===== src/rtl/uart_tx_arbiter.sv =====
// uart_tx_arbiter
// Round-robin arbiter that lets N_REQ byte producers share one UART
// transmitter. A winner's byte is latched on grant, a single tx_start is
// issued, and the arbiter then follows the transmitter's busy handshake
// (rise, then fall) before arbitrating again. If busy never rises within
// BUSY_TIMEOUT cycles the transfer is abandoned with a timeout_err pulse.
//
// state     | meaning
// ----------+-----------------------------------------------------------
// S_IDLE    | no transfer owned; grant when transmitter idle and req set
// S_START   | ack was just pulsed; issue tx_start next
// S_WAIT_HI | tx_start issued; waiting for tx_busy to rise (timed)
// S_WAIT_LO | transmitter busy with our byte; waiting for it to finish
module uart_tx_arbiter #(
  parameter int N_REQ        = 4,
  parameter int BUSY_TIMEOUT = 16
) (
  input  logic                       clk,
  input  logic                       rst_n,
  input  logic [N_REQ-1:0]           req,
  input  logic [8*N_REQ-1:0]         req_data,
  output logic [N_REQ-1:0]           ack,
  output logic                       tx_start,
  output logic [7:0]                 tx_data,
  input  logic                       tx_busy,
  output logic                       arb_busy,
  output logic [$clog2(N_REQ)-1:0]   cur_id,
  output logic                       timeout_err
);

  localparam int ID_W  = $clog2(N_REQ);
  localparam int CNT_W = $clog2(BUSY_TIMEOUT + 1);

  localparam logic [ID_W-1:0]  LAST_ID   = ID_W'(N_REQ - 1);
  localparam logic [CNT_W-1:0] CNT_LIMIT = CNT_W'(BUSY_TIMEOUT);

  typedef enum logic [1:0] {
    S_IDLE    = 2'd0,
    S_START   = 2'd1,
    S_WAIT_HI = 2'd2,
    S_WAIT_LO = 2'd3
  } state_t;

  state_t            state_q, state_d;
  logic [ID_W-1:0]   ptr_q, ptr_d;
  logic [CNT_W-1:0]  cnt_q, cnt_d;
  logic [N_REQ-1:0]  ack_q, ack_d;
  logic              tx_start_q, tx_start_d;
  logic [7:0]        tx_data_q, tx_data_d;
  logic              arb_busy_q, arb_busy_d;
  logic [ID_W-1:0]   cur_id_q, cur_id_d;
  logic              timeout_q, timeout_d;

  logic              pick_found;
  logic [ID_W-1:0]   pick_id;

  // Index after v, wrapping from the last requester back to 0. Works for
  // non-power-of-two N_REQ where plain ID_W overflow would not wrap.
  function automatic logic [ID_W-1:0] wrap_inc(input logic [ID_W-1:0] v);
    logic [ID_W-1:0] r;
    if (v == LAST_ID) r = '0;
    else              r = v + 1'b1;
    return r;
  endfunction

  // Scan N_REQ positions starting at p; first asserted request wins.
  // Result is {found, winner}.
  function automatic logic [ID_W:0] rr_pick(input logic [N_REQ-1:0] r,
                                            input logic [ID_W-1:0]  p);
    logic [ID_W-1:0] c;
    logic [ID_W-1:0] w;
    logic            f;
    c = p;
    w = '0;
    f = 1'b0;
    for (int i = 0; i < N_REQ; i++) begin
      if (!f && r[c]) begin
        f = 1'b1;
        w = c;
      end
      c = wrap_inc(c);
    end
    return {f, w};
  endfunction

  // Round-robin winner for the current pointer.
  always_comb begin
    pick_found = 1'b0;
    pick_id    = '0;
    {pick_found, pick_id} = rr_pick(req, ptr_q);
  end

  // Next-state and registered-output decode.
  always_comb begin
    state_d    = state_q;
    ptr_d      = ptr_q;
    cnt_d      = cnt_q;
    tx_data_d  = tx_data_q;
    cur_id_d   = cur_id_q;
    ack_d      = '0;
    tx_start_d = 1'b0;
    timeout_d  = 1'b0;

    case (state_q)
      S_IDLE: begin
        // A busy transmitter (e.g. driven by another master) blocks grants.
        if (!tx_busy && pick_found) begin
          state_d         = S_START;
          tx_data_d       = req_data[{pick_id, 3'b000} +: 8];
          cur_id_d        = pick_id;
          ptr_d           = wrap_inc(pick_id);
          ack_d[pick_id]  = 1'b1;
        end
      end

      S_START: begin
        tx_start_d = 1'b1;
        cnt_d      = '0;
        state_d    = S_WAIT_HI;
      end

      S_WAIT_HI: begin
        if (tx_busy) begin
          state_d = S_WAIT_LO;
        end else begin
          cnt_d = cnt_q + 1'b1;
          if (cnt_q == CNT_LIMIT - 1'b1) begin
            timeout_d = 1'b1;
            state_d   = S_IDLE;
          end
        end
      end

      S_WAIT_LO: begin
        if (!tx_busy) state_d = S_IDLE;
      end

      default: state_d = S_IDLE;
    endcase

    arb_busy_d = (state_d != S_IDLE);
  end

  // State and output registers; synchronous active-low reset aborts any
  // transfer in flight.
  always_ff @(posedge clk) begin
    if (!rst_n) begin
      state_q    <= S_IDLE;
      ptr_q      <= '0;
      cnt_q      <= '0;
      ack_q      <= '0;
      tx_start_q <= 1'b0;
      tx_data_q  <= 8'h00;
      arb_busy_q <= 1'b0;
      cur_id_q   <= '0;
      timeout_q  <= 1'b0;
    end else begin
      state_q    <= state_d;
      ptr_q      <= ptr_d;
      cnt_q      <= cnt_d;
      ack_q      <= ack_d;
      tx_start_q <= tx_start_d;
      tx_data_q  <= tx_data_d;
      arb_busy_q <= arb_busy_d;
      cur_id_q   <= cur_id_d;
      timeout_q  <= timeout_d;
    end
  end

  assign ack         = ack_q;
  assign tx_start    = tx_start_q;
  assign tx_data     = tx_data_q;
  assign arb_busy    = arb_busy_q;
  assign cur_id      = cur_id_q;
  assign timeout_err = timeout_q;

endmodule


===== config.mk =====
export PLATFORM = sky130hd
export DESIGN_NAME = uart_tx_arbiter
export DESIGN_NICKNAME = d
export VERILOG_FILES = /design/src/rtl/uart_tx_arbiter.sv
export SDC_FILE = /design/constraint.sdc
export NUM_CORES = 1
export LEC_CHECK = 0
export ABC_AREA = 1
export BUFFER_PORTS_ARGS = -buffer_cell sky130_fd_sc_hd__buf_4
export CAP_MARGIN = 20
export CORE_MARGIN = 2
export CORE_UTILIZATION = 45
export CTS_CLUSTER_DIAMETER = 150
export DETAILED_ROUTE_END_ITERATION = 8
export HOLD_SLACK_MARGIN = 0.06
export PLACE_DENSITY = 0.78
export SLEW_MARGIN = 25
export SYNTH_ARGS = -nofsm -noshare
export SYNTH_HDL_FRONTEND = slang
export SYNTH_SLANG_ARGS = --single-unit

===== constraint.sdc =====
create_clock -name clk -period 5.2 [get_ports clk]
set_input_delay 0.52 -clock clk [delete_from_list [all_inputs] [get_ports clk]]
set_output_delay 0.52 -clock clk [all_outputs]
set_load 0.02 [all_outputs]

### After elaboration in Yosys (flattened, before gate mapping)

Index checks and enable logic that the tools add are counted.

* $add $sub $neg: 5
* order comparisons: 6
* equality and inequality tests: 9
* shift operators: 1
* multiplexer cells: 31
* bitwise logic cells: 2
* reductions and logical operators: 16

Operators by type and width (count)
* 32-bit by 6-bit indexed part select with 8-bit output: 1
* 2-bit two-way mux: 12
* 2-bit by 3-bit less-than comparator with 1-bit output, second input constant: 5
* 2-bit equality test, second input constant: 6
* 1-bit two-way mux: 11
* 5-bit one-hot mux with 2 select lines: 1
* 2-bit by 1-bit adder with 2-bit output, second input constant: 4
* 1-bit binary-select mux with 2-bit select: 4
* 2-bit one-hot mux with 4 select lines: 1
* 5-bit by 1-bit adder with 5-bit output, second input constant: 1
* 5-bit by 4-bit equality test with 1-bit output, second input constant: 1
* 1-bit logical AND: 5
* 5-bit two-way mux: 1
* 1-bit logical NOT: 4
* 2-bit AND reduction: 2
* 2-bit nonzero test: 2
* 3-bit AND reduction: 1
* 3-bit OR reduction: 1
* 1-bit demux with 2-bit select: 1
* 2-bit by 1-bit equality test with 1-bit output, second input constant: 1
* 2-bit by 1-bit greater-or-equal comparator with 1-bit output, second input constant: 1
* 2-bit logical NOT: 1
* 2-bit inequality test, second input constant: 1
* 1-bit NOT: 2

* flip-flop bits (word level): 26
* input bits: 39

### Logic depth before layout (Yosys ltp)

Gate-level depths: netlist of run 1.

* depth after elaboration: 16
* gate-level depth with buffers: 19
* gate-level depth less buffers: 18

### Least setup slack after synthesis of run 1

No wires, ideal clock.

* path kind: reg-to-reg
* start: reg ptr_q[0]
* end: reg ptr_q[1]
* library setup time: 119 ps
* data arrival time: 2253 ps
* required time: 5081 ps
* setup slack: 2828 ps
* stages on the path, launching flop included: 16
* path buffers: 1
* cells stage by stage: dfxtp_1 ha_1 buf_2 inv_1 nand2_1 o21ai_0 nor2_1 nor2_4 nand2_1 nor2_2 nand2_2 nand2_4 inv_2 ha_1 o21ai_0 a21oi_1

* cells in the longest elaborated chain, start to end: 14
* elaborated cells on any way between the ends: 36
* classes of those cells: add/sub: 4; eq/ne: 4; mux: 20; reduce/logical: 8

Ends and longest elaborated chain
* start: declaration: line 45 `logic [ID_W-1:0] ptr_q, ptr_d;`
* start signal: assignment: line 159 `ptr_q <= ptr_d;`
* branches (longest 11 deep; another with 2-bit by 1-bit adder with 2-bit output)
* 2-bit two-way mux (*): line 77 `if (!f && r[c]) begin`
* net pick_id[1]: line 55 `logic [ID_W-1:0] pick_id;`
* 2-bit by 1-bit adder with 2-bit output or 2-bit equality test (tied branches): line 62, 61
* 2-bit two-way mux (*): line 61 `if (v == LAST_ID) r = '0;`

Mark *: on every way through the listed nets, which the timed path passes. The select of a mux whose other input is x is not followed.
A chain may end at the register's enable or synchronous reset.

### Worst setup path in the final report of run 1

* start: reg ptr_q[0]
* end: reg tx_data_q[1], in the netlist tx_data[1]

* cells in the longest elaborated chain, start to end: 14
* elaborated cells on any way between the ends: 34
* classes of those cells: add/sub: 3; eq/ne: 3; shift: 1; mux: 19; reduce/logical: 8

Ends and longest elaborated chain
* branches (longest 14 deep; another with 2-bit by 1-bit adder with 2-bit output)
* end signal: assignment: line 163 `tx_data_q <= tx_data_d;`
* end: declaration: line 49 `logic [7:0] tx_data_q, tx_data_d;`

Parallel ways; which one is timed is not known. The select of a mux whose other input is x is not followed.

==> impl_metrics.ini, run 1 <==
[timing]
timing.final.hold_violations = 0
period_needed_ps = 2610
slew_headroom_pct = 71.3
rsz0062_at_grt = false
setup_violations = 0
tightest_slew_ps = 429
fin_tns_setup_ps = 0
drv_slew = 0
fmax_ghz = 0.383
fin_crit_sh_pct = 50.2
fin_skew_ps = 1.80

[synthesis]
synthDistinctLibCells = 31
yosysSeqAreaShare_pct = 29.7
yosysWarnings = 0
synthTopCellsByArea = dfxtp_1 30%, nand2_1 17%, nand3_1 8.6%, inv_1 7.3%, ha_1 5.0%
synth_area_um2 = 1750
synth-seq-cells = 26
avgSynthCellArea_um2 = 6.61
syn-num-nets = 311
syn_inst = 265
yosysTopAreaCellShare_pct = 29.7
synth_top_area_cell = dfxtp_1

[job]
drv.max_cap_violation_count = 0

[detailed_routing]
drc = 0
antenna_left = 0
dr.pass1.iters = 4
wl_per_cell_um = 10.8
via_per_inst = 4.87
drt_iter0_drc = 60
wl_mm = 3.97
route.vias.total = 1786

[global_route]
antenna_found_initial = 0
grt_max_degree = 18
grt.total_usage_pct = 19.6
grt_pass1_wl_mm = 6.85
grt_pass1_vias = 1685
overflow = 0

[pwr]
power.density_nw_per_um2 = 571
power_frac_comb_pct = 67.9
max-vdd-ir-drop_mv = 0.357
netSwitchingFraction_pct = 51.7
switchingPower_w = 0.000659
leakagePower_nw = 1.16
seqPwrFrac_pct = 22.1
p_clk_share_pct = 10.0
p_int_w = 0.000615

[clock_network]
cts_root_buffer = clkbuf_8
clk_pin_slew_worst_paths_ps = 80
cts_buffers = 3
h-tree-depth = 1
clock-sinks = 26
post-cts-setup-buffers = 0
post_cts_resized = 0
clock_path_buffers = 2
cts_hold_buf = 0
cts_tree = built
clock_latency_ps = 260

[worst_setup_path]
path_max_fanout = 11
crit_chain = ha_1 -> inv_1 -> nand2_1 -> o21ai_0 -> nor2_1 -> nor2_4 -> nand3_1 -> nand2_1 -> inv_2 -> nand2_4 -> nor2_2 -> o211ai_1 -> nand2_1
worstPathRequired_ps = 5410
critPathCaptureType = flip-flop
crit_top_cell = nand2_1
worstSetupStartpointType = flip-flop
crit_type = reg -> reg
cp_slowest_cell = ha_1
cp.arrival_ps = 2830
critical_path.max_stage_delay_ps = 480

[cells_and_area]
finish.instance_area_um2 = 2230
antennaDiodeCount = 0
drive_gt1_share_pct = 27.6
nNetsFinal = 366
syn2layout_area_growth_pct = 27.4

[floorplan]
top_level_ports = 56
die-width_um = 66.4
num_rows = 22
die_area_um2 = 4400
coreArea_um2 = 3690
die_h_um = 66.4
initial_core_util_pct = 47.5

[placed_design]
port_buffers = 55
dpl_cell_area_um2 = 2180
place_hpwl_mm = 3.24
gp_congestion = 0.827

[min_path]
hold_class = in -> reg

[status]
status = finished clean
[cell type report]
class / instances / area (µm²)
Multi-Input combinational cell: 193 / 1020
Tap cell: 48 / 60.1
Fill cell: 373 / 1460
Timing Repair Buffer: 55 / 413
Clock buffer: 4 / 55.1
Inverter: 41 / 159
Sequential cell: 26 / 520
[worst max-delay path: cells and delay by family (launching register included)]
| family | cells | cell delay (ps) |
|---|---|---|
| AO/OA/AOI/OAI | 2 | 190 |
| adder cells (fa/ha/maj) | 1 | 480 |
| buffers and inverters | 2 | 430 |
| flip-flops | 1 | 400 |
| AND/OR/NAND/NOR | 8 | 1060 |
[layer usage]
metal | track usage, % | share of wire [%] | vias up
li1 | - | - | 942
met1 | 23.0 | 46 | 775
met2 | 35.4 | 45 | 67
met3 | 5.96 | 8.3 | 2
met4 | 3.32 | 0.35 | 0
met5 | 0 | 0 | -
[cells in the final DEF (no fill, tap or decap), drive strengths merged, types with 2 or more instances in the layout]
cell type,Yosys,layout
nor2,28,28
or2,3,3
nor3,4,4
a21oi,12,12
nand2,90,90
nand4,2,2
ha,7,7
a31oi,2,2
buf,5,55
o22ai,2,2
dfxtp,26,26
o211ai,3,3
nand3,32,32
clkbuf,0,4
o21ai,7,7
inv,40,40
[cells in the mapped netlist (all sizes together)]
cell type  count
a31oi          2
nand2         90
nand3         32
xor2           1
o21ai          7
or2            3
nor3           4
clkinv         1
dfxtp         26
nand4          2
nor2          28
a21oi         12
ha             7
o22ai          2
o211ai         3
inv           40
buf            5
[stage by stage]
| step | setup slack, ps | hold WS, ps | util, % | total power [W] | cells |
|---|---|---|---|---|---|
| 3_3_place_gp | 2730 | 471 | 59.0 | 0.00114 | 363 |
| 4_1_cts | 2630 | 475 | 60.5 | 0.00128 | 367 |
| 2_1_floorplan | 2830 | 448 | - | 0.000985 | 265 |
| 3_5_place_dp | 2650 | 479 | 59.0 | 0.00115 | 363 |
| 5_1_grt | 2330 | 507 | 60.5 | 0.00140 | 367 |
| 6_report | 2590 | 480 | 60.5 | 0.00127 | 367 |
[flip-flops by register name, summed over array words and instances (netlist names)]
signal,cells
tx_data,8
cnt_q,5
ack,4
cur_id,2
ptr_q,2
state_q,2
arb_busy,1
timeout_err,1
tx_start,1
[cells by family after synthesis]
kind of cell             Yosys count  share of synthesized area, %
AND/OR/NAND/NOR                  159                          44.0
buffers and inverters             46                          11.8
AO/OA/AOI/OAI                     26                          9.01
flip-flops                        26                          29.7
adder cells (fa/ha/maj)            7                          5.00
XOR/XNOR                           1                         0.500
[power groups by stage]
stage,clock network [W],logic [W],registers (W)
5_1_grt,0.000138,0.000971,0.000288
2_1_floorplan,0,0.000652,0.000333
3_5_place_dp,0,0.000864,0.000287
4_1_cts,0.000132,0.000868,0.000283
6_report,0.000127,0.000865,0.000282
3_3_place_gp,0,0.000853,0.000287
[worst paths after layout]
check,start,to,slack (ps),cells past startpoint
worst max-delay path,ptr_q[0],tx_data[1],2590,13
worst min-delay path,req_data[15],tx_data[7],480,3
worst max register to register,ptr_q[0],tx_data[1],2590,13
worst min register to register,cnt_q[1],cnt_q[1],490,2
Power figures use the tool's default switching activity.
==> run 2: changes to the inputs <==
--- a/config.mk
+++ b/config.mk
@@ -13,7 +13,7 @@
 export CTS_CLUSTER_DIAMETER = 150
 export DETAILED_ROUTE_END_ITERATION = 8
 export HOLD_SLACK_MARGIN = 0.06
-export PLACE_DENSITY = 0.78
+export PLACE_DENSITY = 0.81
 export SLEW_MARGIN = 25
 export SYNTH_ARGS = -nofsm -noshare
 export SYNTH_HDL_FRONTEND = slang
==> constraint.sdc (replaced) <==
create_clock -name clk -period 2.3 [get_ports clk]
set_input_delay 0.23 -clock clk [delete_from_list [all_inputs] [get_ports clk]]
set_output_delay 0.23 -clock clk [all_outputs]
set_load 0.02 [all_outputs]
==> impl_metrics.ini, run 2 (synthesis gave the netlist of run 1 again) <==
[status]
status = finished clean

[worst_setup_path]
crit_type = reg -> reg
worstSetupStartpointType = flip-flop
reg2regPathDepth = 14
r2r_start = ptr_q[1]
worstPathRequired_ps = 2460
worstSetupStartpoint = ptr_q[1]
critPathCaptureType = flip-flop
cp.arrival_ps = 2330
path_max_fanout = 7
reg2reg_slack_ps = 130
r2r_end = ptr_q[1]

[clock_network]
cts_buffers = 3
clock_path_buffers = 2
clk_pin_slew_worst_paths_ps = 90
clock_latency_ps = 270
cts_tree = built
h-tree-depth = 1
clock-sinks = 26
cts_hold_buf = 0
cts_root_buffer = clkbuf_8

[timing]
hold_slack_ps = 181
drv_slew = 0
period_needed_ps = 2170
tightest_slew_ps = 244
fin_skew_ps = 2.79
setup_violations = 0
timing.final.hold_violations = 0
fin_crit_sh_pct = 94.2
fmax_ghz = 0.462
slew_headroom_pct = 83.7

[global_route]
antenna_found_initial = 0
grt_pass1_wl_mm = 6.72
grt_max_degree = 18
overflow = 0
grt_pass1_vias = 1575
grt.total_usage_pct = 19.2

[placed_design]
gp_congestion = 0.852
port_buffers = 55
placed_cells = 368
place_hpwl_mm = 3.08

[min_path]
hold_path_depth = 3
hold_class = in -> reg
hp-start = req_data[11]
hold_end = tx_data[3]

[floorplan]
coreArea_um2 = 3690
die_h_um = 66.4
die-width_um = 66.4
die_area_um2 = 4400
initial_core_util_pct = 47.5
top_level_ports = 56
num_rows = 22

[pwr]
leakagePower_nw = 1.20
power.density_nw_per_um2 = 1340
max-vdd-ir-drop_mv = 0.934
p_total_w = 0.00313

[detailed_routing]
wl_per_cell_um = 10.7
via_per_inst = 4.80
drt_iter0_drc = 89
drc = 0
route.vias.total = 1796
antenna_left = 0
dr.pass1.iters = 4
wl_mm = 4.02

[cells_and_area]
final_cells = 374
nNetsFinal = 373
final_common_cell = nand2_1
final_cell_mix = 78 x nand2_1, 62 x buf_4, 33 x inv_1
multiInputGateArea_um2 = 1050
nFillCells = 335
final-seq-area_um2 = 523
syn2layout_area_growth_pct = 33.1
largest_reg_flops = 8
drive_gt1_share_pct = 31.6
antennaDiodeCount = 0

[job]
drv.max_cap_violation_count = 0
-- run 2: cell types whose count changed in the layout (fill, tap and decap cells not counted), sizes merged --
cell,change
buf,+7
bufinv,+1
clkbuf,-1
clkinv,+1
inv,-1
-- run 2: worst max-delay path by stage --
stage	to	slack, ps	cells past startpoint
floorplan	ptr_q[1]	20	15
global placement	ptr_q[1]	150	14
detailed placement	ptr_q[1]	120	14
CTS	tx_data[7]	90	14
global route	tx_data[7]	-20	14
finish	ptr_q[1]	130	14
-- run 2: stage by stage --
| stage | area, µm² | util, % | worst slack [ps] | setup TNS [ps] |
|---|---|---|---|---|
| floorplan | 1750 | - | 18.0 | 0 |
| global placement | 2210 | 60.0 | 149 | 0 |
| detailed placement | 2210 | 60.0 | 123 | 0 |
| CTS | 2290 | 62.0 | 92.1 | 0 |
| global route | 2330 | 63.2 | -18.6 | -27.0 |
| finish | 2330 | 63.2 | 135 | 0 |
-- run 2: power by group --
| part | leakage [nW] | internal (W) | switching (W) |
|---|---|---|---|
| Combinational | 0.952 | 0.000767 | 0.00135 |
| Sequential | 0.214 | 0.000574 | 0.0000668 |
| Clock | 0.0357 | 0.000233 | 0.000143 |
-- run 2: area by class of cell --
type	count	share of cell area, %
Tap cell	48	2.58
Sequential cell	26	22.4
Clock inverter	1	1.29
Clock buffer	3	1.77
Multi-Input combinational cell	193	45.0
Inverter	41	6.93
Timing Repair Buffer	62	20.0
-- run 2: worst max-delay path, cell delays in order (launching register included) --
cell	delay, ps
dfxtp_2	330
ha_2	340
buf_4	160
nand2_1	60
nand2_1	100
nor2_2	60
nor2_4	140
nand2_1	80
nor2_2	110
nand2_2	100
nand2_4	80
inv_2	50
ha_1	280
o21ai_1	130
a21oi_1	50
-- run 2: repair_timing --
item | CTS | global route
endpoints found under the setup margin | 0 | 7
buffers inserted | 0 | 2
gates resized for setup | 0 | 11
-- run 2: routing by layer --
| metal | up-vias | global-route usage (%) | part of all wire [%] | wire length (µm) |
|---|---|---|---|---|
| met5 | - | 0 | 0 | 0 |
| met4 | 0 | 4.08 | 1.3 | 51 |
| met3 | 6 | 3.24 | 5.4 | 217 |
| met2 | 63 | 31.6 | 46 | 1870 |
| met1 | 774 | 26.4 | 47 | 1880 |
| li1 | 953 | - | - | - |
